## config.mk

```make
export PLATFORM = sky130hd
export DESIGN_NAME = cla_sub_pipe
export DESIGN_NICKNAME = d
export VERILOG_FILES = /design/src/rtl/cla_sub_pipe.sv
export SDC_FILE = /design/constraint.sdc
export NUM_CORES = 1
export LEC_CHECK = 0
export CAP_MARGIN = 15
export CORE_MARGIN = 1
export CORE_UTILIZATION = 53
export DETAILED_ROUTE_END_ITERATION = 6
export PLACE_DENSITY = 0.82
export SLEW_MARGIN = 5
export SYNTH_ARGS = -nofsm -noshare
export SYNTH_HDL_FRONTEND = slang
export SYNTH_SLANG_ARGS = --single-unit
export TNS_END_PERCENT = 30
```

## constraint.sdc

```tcl
create_clock -name clk -period 5 [get_ports clk]
set_clock_uncertainty 0.15 [all_clocks]
set_input_delay 1 -clock clk [delete_from_list [all_inputs] [get_ports clk]]
set_output_delay 1 -clock clk [all_outputs]
set_load 0.02 [all_outputs]
```

## src/rtl/cla_sub_pipe.sv

```systemverilog
// cla_sub_pipe: pipelined borrow-lookahead subtractor, D = A - B - Bin.
// Each register stage resolves one GROUP-bit slice with flat lookahead from
// the borrow registered by the previous stage. Operands ride along in skew
// registers; resolved difference bits accumulate toward the output stage.
// The whole pipe advances together whenever the output register is empty
// or being drained, so in_ready is a pure function of the output side.
module cla_sub_pipe #(
  parameter int WIDTH = 16,
  parameter int GROUP = 4
) (
  input  logic             clk,
  input  logic             rst,
  input  logic             in_valid,
  output logic             in_ready,
  input  logic [WIDTH-1:0] A,
  input  logic [WIDTH-1:0] B,
  input  logic             Bin,
  output logic             out_valid,
  input  logic             out_ready,
  output logic [WIDTH-1:0] D,
  output logic             Bout,
  output logic             PG,
  output logic             GG,
  output logic             V,
  output logic             Z
);

  localparam int NS = WIDTH / GROUP;

  // Result of resolving one slice: difference bits, borrow out of the slice,
  // and the slice's borrow-propagate / borrow-generate (borrow-in excluded).
  typedef struct packed {
    logic [GROUP-1:0] d;
    logic             bout;
    logic             pg;
    logic             gg;
  } grp_t;

  // Flat lookahead for one slice: every internal borrow is a sum of
  // products of g, p and the incoming borrow, with no ripple through bits.
  function automatic grp_t grp_sub(input logic [GROUP-1:0] a,
                                   input logic [GROUP-1:0] b,
                                   input logic             bin);
    logic [GROUP-1:0] g;
    logic [GROUP-1:0] p;
    logic [GROUP:0]   bw;
    logic             t;
    grp_t             r;
    g = ~a & b;
    p = ~(a ^ b);
    for (int i = 0; i <= GROUP; i++) begin
      bw[i] = bin;
      for (int j = 0; j < i; j++) bw[i] = bw[i] & p[j];
      for (int j = 0; j < i; j++) begin
        t = g[j];
        for (int k = j + 1; k < i; k++) t = t & p[k];
        bw[i] = bw[i] | t;
      end
    end
    r.gg = 1'b0;
    for (int j = 0; j < GROUP; j++) begin
      t = g[j];
      for (int k = j + 1; k < GROUP; k++) t = t & p[k];
      r.gg = r.gg | t;
    end
    r.pg   = &p;
    r.bout = bw[GROUP];
    r.d    = a ^ b ^ bw[GROUP-1:0];
    return r;
  endfunction

  // Signed overflow of a subtraction: operands differ in sign and the
  // result sign differs from the minuend.
  function automatic logic sub_ovf(input logic a_msb,
                                   input logic b_msb,
                                   input logic d_msb);
    return (a_msb ^ b_msb) & (d_msb ^ a_msb);
  endfunction

  // Control
  logic [NS-1:0] vld_p;
  logic          advance;

  // Intermediate stages 0..NS-2 (the last stage drives the ports directly)
  logic [WIDTH-1:0] a_p  [NS-1];
  logic [WIDTH-1:0] b_p  [NS-1];
  logic [WIDTH-1:0] d_p  [NS-1];
  logic [NS-2:0]    br_p;
  logic [NS-2:0]    pg_p;
  logic [NS-2:0]    gg_p;

  // Combinational slice results feeding each register stage
  grp_t             grp_c [NS];
  logic [WIDTH-1:0] dn    [NS];

  assign advance   = ~vld_p[NS-1] | out_ready;
  assign in_ready  = advance;
  assign out_valid = vld_p[NS-1];

  // Slice k is resolved from the operands held in stage k-1 (or the ports
  // for k=0) and merged into the accumulated low difference bits.
  always_comb begin
    grp_c[0] = grp_sub(A[GROUP-1:0], B[GROUP-1:0], Bin);
    dn[0]    = '0;
    dn[0][GROUP-1:0] = grp_c[0].d;
    for (int k = 1; k < NS; k++) begin
      grp_c[k] = grp_sub(a_p[k-1][k*GROUP +: GROUP],
                         b_p[k-1][k*GROUP +: GROUP],
                         br_p[k-1]);
      dn[k] = d_p[k-1];
      dn[k][k*GROUP +: GROUP] = grp_c[k].d;
    end
  end

  // Valid bits shift with the data; bubbles travel as valid=0.
  always_ff @(posedge clk) begin
    if (rst) begin
      vld_p <= '0;
    end else if (advance) begin
      vld_p <= {vld_p[NS-2:0], in_valid};
    end
  end

  // ---- stage boundary: inputs -> p0 ; p(k-1) -> pk for k = 1..NS-2 ----
  always_ff @(posedge clk) begin
    if (advance) begin
      a_p[0]  <= A;
      b_p[0]  <= B;
      d_p[0]  <= dn[0];
      br_p[0] <= grp_c[0].bout;
      pg_p[0] <= grp_c[0].pg;
      gg_p[0] <= grp_c[0].gg;
      for (int k = 1; k < NS - 1; k++) begin
        a_p[k]  <= a_p[k-1];
        b_p[k]  <= b_p[k-1];
        d_p[k]  <= dn[k];
        br_p[k] <= grp_c[k].bout;
        pg_p[k] <= pg_p[k-1] & grp_c[k].pg;
        gg_p[k] <= grp_c[k].gg | (grp_c[k].pg & gg_p[k-1]);
      end
    end
  end

  // ---- stage boundary: p(NS-2) -> output registers ----
  // Output registers resolve the top slice and the status flags; they are
  // cleared by reset and frozen while a result waits for the consumer.
  always_ff @(posedge clk) begin
    if (rst) begin
      D    <= '0;
      Bout <= 1'b0;
      PG   <= 1'b0;
      GG   <= 1'b0;
      V    <= 1'b0;
      Z    <= 1'b0;
    end else if (advance) begin
      D    <= dn[NS-1];
      Bout <= grp_c[NS-1].bout;
      PG   <= pg_p[NS-2] & grp_c[NS-1].pg;
      GG   <= grp_c[NS-1].gg | (grp_c[NS-1].pg & gg_p[NS-2]);
      V    <= sub_ovf(a_p[NS-2][WIDTH-1], b_p[NS-2][WIDTH-1],
                      dn[NS-1][WIDTH-1]);
      Z    <= (dn[NS-1] == '0);
    end
  end

endmodule

```

==> run summary, run 1 <==
CTS tree: yes
Fin. Hold Viols: 0
router iterations before antenna repair: 4
routed len/inst: 12.8 microns
hold crit path type: flop to flop
setup bufs post-CTS: 0
kind of critical path: primary input to primary output
vias in the first global route: 2336
Final Wtd Congestion: 0.762
min Tclk post-route: 3.98 ns
Layout area overhead: 20.9%
number of enable flip-flop cells after synthesis: 81
Worst setup EP type: primary output
Worst Path Required: 3.85 ns
status: completed
Post-Syn Area: 4140 sq um
register area share after synthesis: 70.9%
Final #Nets: 425
Post-Synthesis Cells: 299
element type at the critical path start: primary input
Main synth FF type: edfxtp_1
initial core utilization: 55.9%
H-tree Lvls: 3
pin count of the biggest net entering global routing: 77
layout cells sized above 1: 7.05%
grt ovf: 0
# setup viols final: 0
syn nets: 360
drt total wl: 5.98 mm
max-slew violation count: 0
slew margin rel.: 39.8%
Clock Tree Root: clkbuf_8
Lkg Pwr: 2.03 nW
cell area power density: 359 nW/um^2
Vert. Die Dim: 90.4 microns
Mean Syn Cell Area: 13.8 sq um
row cnt: 31
CTS Buf Count: 9
ys async rst share: 0%
first-iteration detailed-routing DRC count: 144
Worst-Skew Late Latency: 0.36 ns
# IOs: 60
commonest cells after routing, fill and taps aside: edfxtp_1 (81), clkdlybuf4s50_1 (59), nand2_1 (43), dfxtp_1 (25), a21oi_1 (23)
Reg clk slew, reported paths: 0.10 ns
first-pass GRT wire length: 10.6 mm
top achievable clock speed: 0.251 GHz
most common cell after layout, fill and taps aside: edfxtp_1
vias per cell: 5.05
register bit total from synthesis: 106
Tightest Pin Transition: 0.902 ns
DP Wirelength: 4.30 mm
Multi-input gate area: 1080 sq um
RSZ-0062 raised after global routing: no
initial antenna violation count: 0
DR vias: 2365
Design Power: 1.80 mW
register area: 2930 sq um
IO Port Bufs: 59
worst vdd ir: 0.171 mV
largest fanout on the critical path: 32
# Max-Cap Violations: 0
DR DRC count: 0
Antenna Nets Post-Route: 0
CTS max path bufs: 2
GRT Util Overall: 16.5%
die width: 90.4 microns
Sink Count: 106
Antenna diodes: 0
total core area: 7410 sq um
post-route clock period utilization: 79.6%
setup TNS: 0 ns
Gates resized, CTS repair: 0
# fillers: 552
Netlist cell types: 35
Critical Path AT: 2.83 ns
Post-CTS Hold Buffers: 0
die area: 8170 sq um
Ys Warns: 0
-- cells by family after synthesis --
group                    share of synthesized area (%)
flip-flops                                        70.9
AND/OR/NAND/NOR                                   8.86
adder cells (fa/ha/maj)                           7.98
XOR/XNOR                                          1.06
AO/OA/AOI/OAI                                     8.19
buffers and inverters                             3.05
-- per-stage QoR --
step	hold slack [ns]	setup slack (ns)	util [%]	instance area [sq um]	instances
finish	0.264	1.02	67.6	5010	468
global route	0.263	0.815	67.6	5010	468
CTS	0.267	0.981	67.6	5010	468
detailed placement	0.255	1.00	65.2	4830	452
global placement	0.252	1.01	65.2	4830	452
floorplan	0.250	1.46	-	4140	299
-- cell usage after synthesis, types with 5 or more instances --
master    number  area share [%]
o21a_1         7             1.3
dfxtp_1       25              12
buf_2          5            0.60
o21ai_0        7            0.85
nand2_1       43             3.9
inv_1         22             2.0
nor3_1         6            0.73
edfxtp_1      81              59
a21o_1        10             1.8
ha_1          20             6.0
nor2_1         8            0.73
a21oi_1       23             2.8
-- critical path, cell delays in order --
cell and delay (ns):
clkdlybuf4s50_1 0.40, nor2b_1 0.54, inv_4 0.27, clkdlybuf4s50_1 0.61
-- routing by layer --
metal	wire length, microns	GRT usage [%]
met5	0	0
met4	118	7.26
met3	248	3.11
met2	2920	27.3
met1	2700	21.4
-- flip-flops by register name, summed over array words and instances, names as in the netlist --
register,flops
d_p,24
gg_p,3
D,16
a_p,24
PG,1
b_p,24
br_p,3
V,1
vld_p,4
GG,1
Bout,1
pg_p,3
Z,1
-- worst paths after layout --
| path | from | slack, ns | to | depth (start not counted) |
|---|---|---|---|---|
| max | out_ready | 1.02 | in_ready | 4 |
| min | d_p[0][22] | 0.26 | d_p[0][38] | 0 |
| max reg2reg | vld_p[3] | 2.81 | b_p[0][27] | 3 |
| min reg2reg | d_p[0][22] | 0.26 | d_p[0][38] | 0 |
-- power by group --
part | internal (mW) | switching (mW) | leakage, nW | total [mW]
clock | 0.185 | 0.283 | 0.0864 | 0.468
sequential | 1.05 | 0.0397 | 1.07 | 1.09
combinational | 0.123 | 0.117 | 0.869 | 0.240
-- area by class of cell --
class / count / share of cell area, %
sequential: 106 / 58.6
multi-input combinational: 163 / 21.6
timing repair buffer: 61 / 12.1
clock buffer: 9 / 2.47
tap: 99 / 2.47
inverter: 23 / 1.77
clock inverter: 7 / 1.02
Note: power is estimated with default switching activity, not from simulation.
==> inputs of run 2 (changes only) <==
==> constraint.sdc (replaced) <==
create_clock -name clk -period 3.9 [get_ports clk]
set_clock_uncertainty 0.15 [all_clocks]
set_input_delay 0.78 -clock clk [delete_from_list [all_inputs] [get_ports clk]]
set_output_delay 0.78 -clock clk [all_outputs]
set_load 0.02 [all_outputs]
==> run summary, run 2 (synthesis results as in run 1) <==
status: completed
RSZ-0062 raised after global routing: no
crit-path cells: clkdlybuf4s50_1 -> nor2b_1 -> inv_4 -> clkdlybuf4s50_1
DR DRC count: 0
worst vdd ir: 0.205 mV
IO Port Bufs: 59
CTS max path bufs: 2
slew margin rel.: 43.1%
GRT Util Overall: 17.0%
Antenna Nets Post-Route: 0
Final Wtd Congestion: 0.779
Worst Path Buf+Inv: 3
Lkg Pwr: 2.05 nW
pre-CTS setup slack: 0.827 ns
first-pass GRT wire length: 10.7 mm
largest fanout on the critical path: 2
die width: 90.4 microns
# setup viols final: 0
Antenna diodes: 0
router iterations before antenna repair: 4
pin count of the biggest net entering global routing: 61
Worst Path Required: 2.97 ns
switch share: 23.0%
top achievable clock speed: 0.328 GHz
# Max-Cap Violations: 0
setup bufs post-CTS: 0
Post-CTS Hold Buffers: 0
Final #Nets: 426
cell area power density: 479 nW/um^2
Pint: 1.87 mW
Clock power frac: 29.4%
Placed Area: 4840 sq um
H-tree Lvls: 3
Largest delay share family, worst path: buffers and inverters
element type at the critical path start: primary input
combinational share of power: 12.8%
hold crit path type: flop to flop
row cnt: 31
grt ovf: 0
DP Wirelength: 4.41 mm
Gates resized, CTS repair: 0
CTS tree: yes
Final WS setup: 0.850 ns
Sink Count: 106
max-slew violation count: 0
vias in the first global route: 2314
CTS Buf Count: 9
post-route clock period utilization: 78.2%
DR vias: 2408
Worst setup EP type: primary output
Clock Tree Root: clkbuf_8
Worst-Skew Late Latency: 0.35 ns
leading registers by flop count: a_p (24), b_p (24), d_p (24)
die area: 8170 sq um
Reg power frac: 57.7%
Psw: 0.556 mW
total core area: 7410 sq um
# IOs: 60
Reg clk slew, reported paths: 0.09 ns
kind of critical path: primary input to primary output
Layout area overhead: 22.2%
first-iteration detailed-routing DRC count: 118
Vert. Die Dim: 90.4 microns
initial core utilization: 55.9%
Largest stage delay, worst path: 0.55 ns
routed len/inst: 13.4 microns
setup TNS: 0 ns
vias per cell: 5.13
drt total wl: 6.31 mm
most used cell, CP: clkdlybuf4s50_1
layout cells sized above 1: 7.03%
commonest cells after routing, fill and taps aside: edfxtp_1 (81), clkdlybuf4s50_1 (59), nand2_1 (43), dfxtp_1 (25), a21oi_1 (23)
Critical Path AT: 2.12 ns
min Tclk post-route: 3.05 ns
most common cell after layout, fill and taps aside: edfxtp_1
initial antenna violation count: 0
fin area: 5060 sq um
Slowest cell on crit path: clkdlybuf4s50_1
Fin. Hold Viols: 0
Tightest Pin Transition: 0.851 ns
## run 2: cell types whose count changed in the layout (fill, tap and decap cells not counted)
cell,before,now
bufinv_16,0,2
clkinv_4,0,2
clkinv_2,2,1
buf_4,2,3
clkinvlp_4,2,1
inv_6,3,0
clkinv_1,0,1
## run 2: layer usage
metal  global-route usage, %  vias to the layer above  wire length, microns
li1                        -                     1197                     -
met1                    21.6                     1127                  2840
met2                    27.4                       76                  3070
met3                    4.04                        8                   272
met4                    8.06                        0                   129
met5                       0                        -                     0
## run 2: power by group through the flow
stage | Clock [mW] | Combinational (mW) | Sequential, mW
after floorplan | 0 | 0.150 | 1.44
after global placement | 0 | 0.298 | 1.42
after detailed placement | 0 | 0.310 | 1.43
after CTS | 0.726 | 0.311 | 1.40
after global routing | 0.779 | 0.343 | 1.41
final | 0.713 | 0.311 | 1.40
## run 2: path summary, 6_finish.rpt
check,start,to,slack (ns),depth (start not counted)
worst max register to register,vld_p[3],b_p[0][10],1.67,4
worst min register to register,d_p[0][1],d_p[0][17],0.27,0
worst min-delay path,d_p[0][1],d_p[0][17],0.27,0
worst max-delay path,out_ready,in_ready,0.85,4
## run 2: cell type report
cell class,instances,area (sq um)
clock buffers,9,124
clock inverters,7,93.8
fillers,515,2350
inverters,23,88.8
multi-input cells,163,1080
flip-flops and latches,106,2930
well taps,99,124
repair buffers,62,613
## run 2: through the flow
stage | hold WS (ns) | instances | util (%) | power, mW
after CTS | 0.273 | 469 | 68.2 | 2.44
after detailed placement | 0.255 | 453 | 65.3 | 1.74
after global placement | 0.252 | 453 | 65.3 | 1.71
after floorplan | 0.250 | 299 | - | 1.59
final | 0.273 | 469 | 68.2 | 2.42
after global routing | 0.269 | 469 | 68.2 | 2.54
==> inputs of run 3 (changes only) <==
==> constraint.sdc (replaced) <==
create_clock -name clk -period 2.9 [get_ports clk]
set_clock_uncertainty 0.15 [all_clocks]
set_input_delay 0.58 -clock clk [delete_from_list [all_inputs] [get_ports clk]]
set_output_delay 0.58 -clock clk [all_outputs]
set_load 0.02 [all_outputs]
==> run summary, run 3 (synthesis results as in run 1) <==
Antenna diodes: 0
CTS Buf Count: 9
Worst Min Path Start: d_p[0][21]
layout cells sized above 1: 6.74%
pin count of the biggest net entering global routing: 107
cell area power density: 641 nW/um^2
most common cell after layout, fill and taps aside: edfxtp_1
DP Wirelength: 4.40 mm
element type at the critical path start: primary input
Vert. Die Dim: 90.4 microns
drt total wl: 6.50 mm
IO Port Bufs: 59
commonest cells after routing, fill and taps aside: edfxtp_1 (81), clkdlybuf4s50_1 (59), nand2_1 (43), dfxtp_1 (25), a21oi_1 (23)
crit-path cells: clkdlybuf4s50_1 -> nor2b_1 -> inv_4 -> clkdlybuf4s50_1
leading registers by flop count: a_p (24), b_p (24), d_p (24)
Largest stage delay, worst path: 0.60 ns
first-pass GRT wire length: 10.7 mm
router iterations before antenna repair: 4
worst vdd ir: 0.317 mV
routed len/inst: 13.8 microns
RSZ-0062 raised after global routing: no
DR DRC count: 0
top achievable clock speed: 0.385 GHz
most used cell, CP: clkdlybuf4s50_1
Sink Count: 106
min Tclk post-route: 2.60 ns
Final #Nets: 427
# Max-Cap Violations: 0
initial antenna violation count: 0
setup bufs post-CTS: 0
Hold Path Sink: d_p[0][37]
status: completed
vias in the first global route: 2330
Clock Tree Root: clkbuf_8
Post-Layout Cell Count: 470
GRT Util Overall: 17.1%
Lkg Pwr: 2.06 nW
first-iteration detailed-routing DRC count: 95
setup TNS: 0 ns
Tightest Pin Transition: 0.541 ns
Layout area overhead: 22.6%
CTS max path bufs: 2
fin area: 5080 sq um
total core area: 7410 sq um
die area: 8170 sq um
row cnt: 31
FF-to-FF End: d_p[0][43]
# setup viols final: 0
Final WS setup: 0.302 ns
Reg clk slew, reported paths: 0.10 ns
worst reg2reg path depth: 7
R2R Setup Slk: 0.81 ns
die width: 90.4 microns
hold crit path type: flop to flop
vias per cell: 5.10
hold depth: 0
max-slew violation count: 0
Critical Path Stages: 4
H-tree Lvls: 3
reg2reg start: a_p[0][24]
# fillers: 535
CTS tree: yes
Worst Path Required: 2.17 ns
Post-CTS Hold Buffers: 0
Worst-Skew Late Latency: 0.37 ns
grt ovf: 0
pre-CTS setup slack: 0.168 ns
Worst Path Buf+Inv: 3
initial core utilization: 55.9%
kind of critical path: primary input to primary output
Critical Path AT: 1.87 ns
slew margin rel.: 63.9%
Gates resized, CTS repair: 0
Antenna Nets Post-Route: 0
Largest delay share family, worst path: buffers and inverters
largest fanout on the critical path: 2
Slowest cell on crit path: clkdlybuf4s50_1
Cells after DPL: 453
post-route clock period utilization: 89.6%
Final Wtd Congestion: 0.832
DR vias: 2397
Worst setup EP type: primary output
Fin. Hold Viols: 0
Placed Area: 4840 sq um
# IOs: 60
[run 3: final cells by class]
type | count | area (sq um) | share of cell area (%)
tap | 99 | 124 | 2.44
inverter | 23 | 88.8 | 1.75
sequential | 106 | 2930 | 57.8
clock buffer | 11 | 131 | 2.59
clock inverter | 5 | 78.8 | 1.55
timing repair buffer | 63 | 641 | 12.6
multi-input combinational | 163 | 1080 | 21.3
[run 3: how the worst max path moves through the flow]
stage | slack [ns] | startpoint | end
2_1_floorplan | 0.20 | out_ready | in_ready
3_3_place_gp | 0.22 | out_ready | D[14]
6_report | 0.30 | out_ready | in_ready
3_5_place_dp | 0.17 | out_ready | D[14]
5_1_grt | 0.23 | out_ready | in_ready
4_1_cts | 0.25 | out_ready | in_ready
[run 3: through the flow]
stage	total power, mW	utilization (%)	hold WS (ns)
3_5_place_dp	2.34	65.3	0.255
4_1_cts	3.27	68.1	0.269
5_1_grt	3.39	68.5	0.277
2_1_floorplan	2.14	-	0.250
6_report	3.26	68.5	0.264
3_3_place_gp	2.31	65.3	0.251
[run 3: power breakdown]
group / switching [mW] / total, mW / internal [mW] / leakage (nW)
registers: 0.0724 / 1.88 / 1.81 / 1.07
clock network: 0.467 / 0.951 / 0.484 / 0.0972
logic: 0.205 / 0.421 / 0.215 / 0.888
total: 0.744 / 3.26 / 2.51 / 2.06
[run 3: per-layer routing]
| layer | wire length, microns | vias to the layer above | GRT usage, % |
|---|---|---|---|
| met1 | 2860 | 1123 | 22.0 |
| li1 | - | 1196 | - |
| met5 | 0 | - | 0 |
| met3 | 238 | 11 | 3.11 |
| met4 | 146 | 0 | 9.68 |
| met2 | 3250 | 67 | 27.4 |
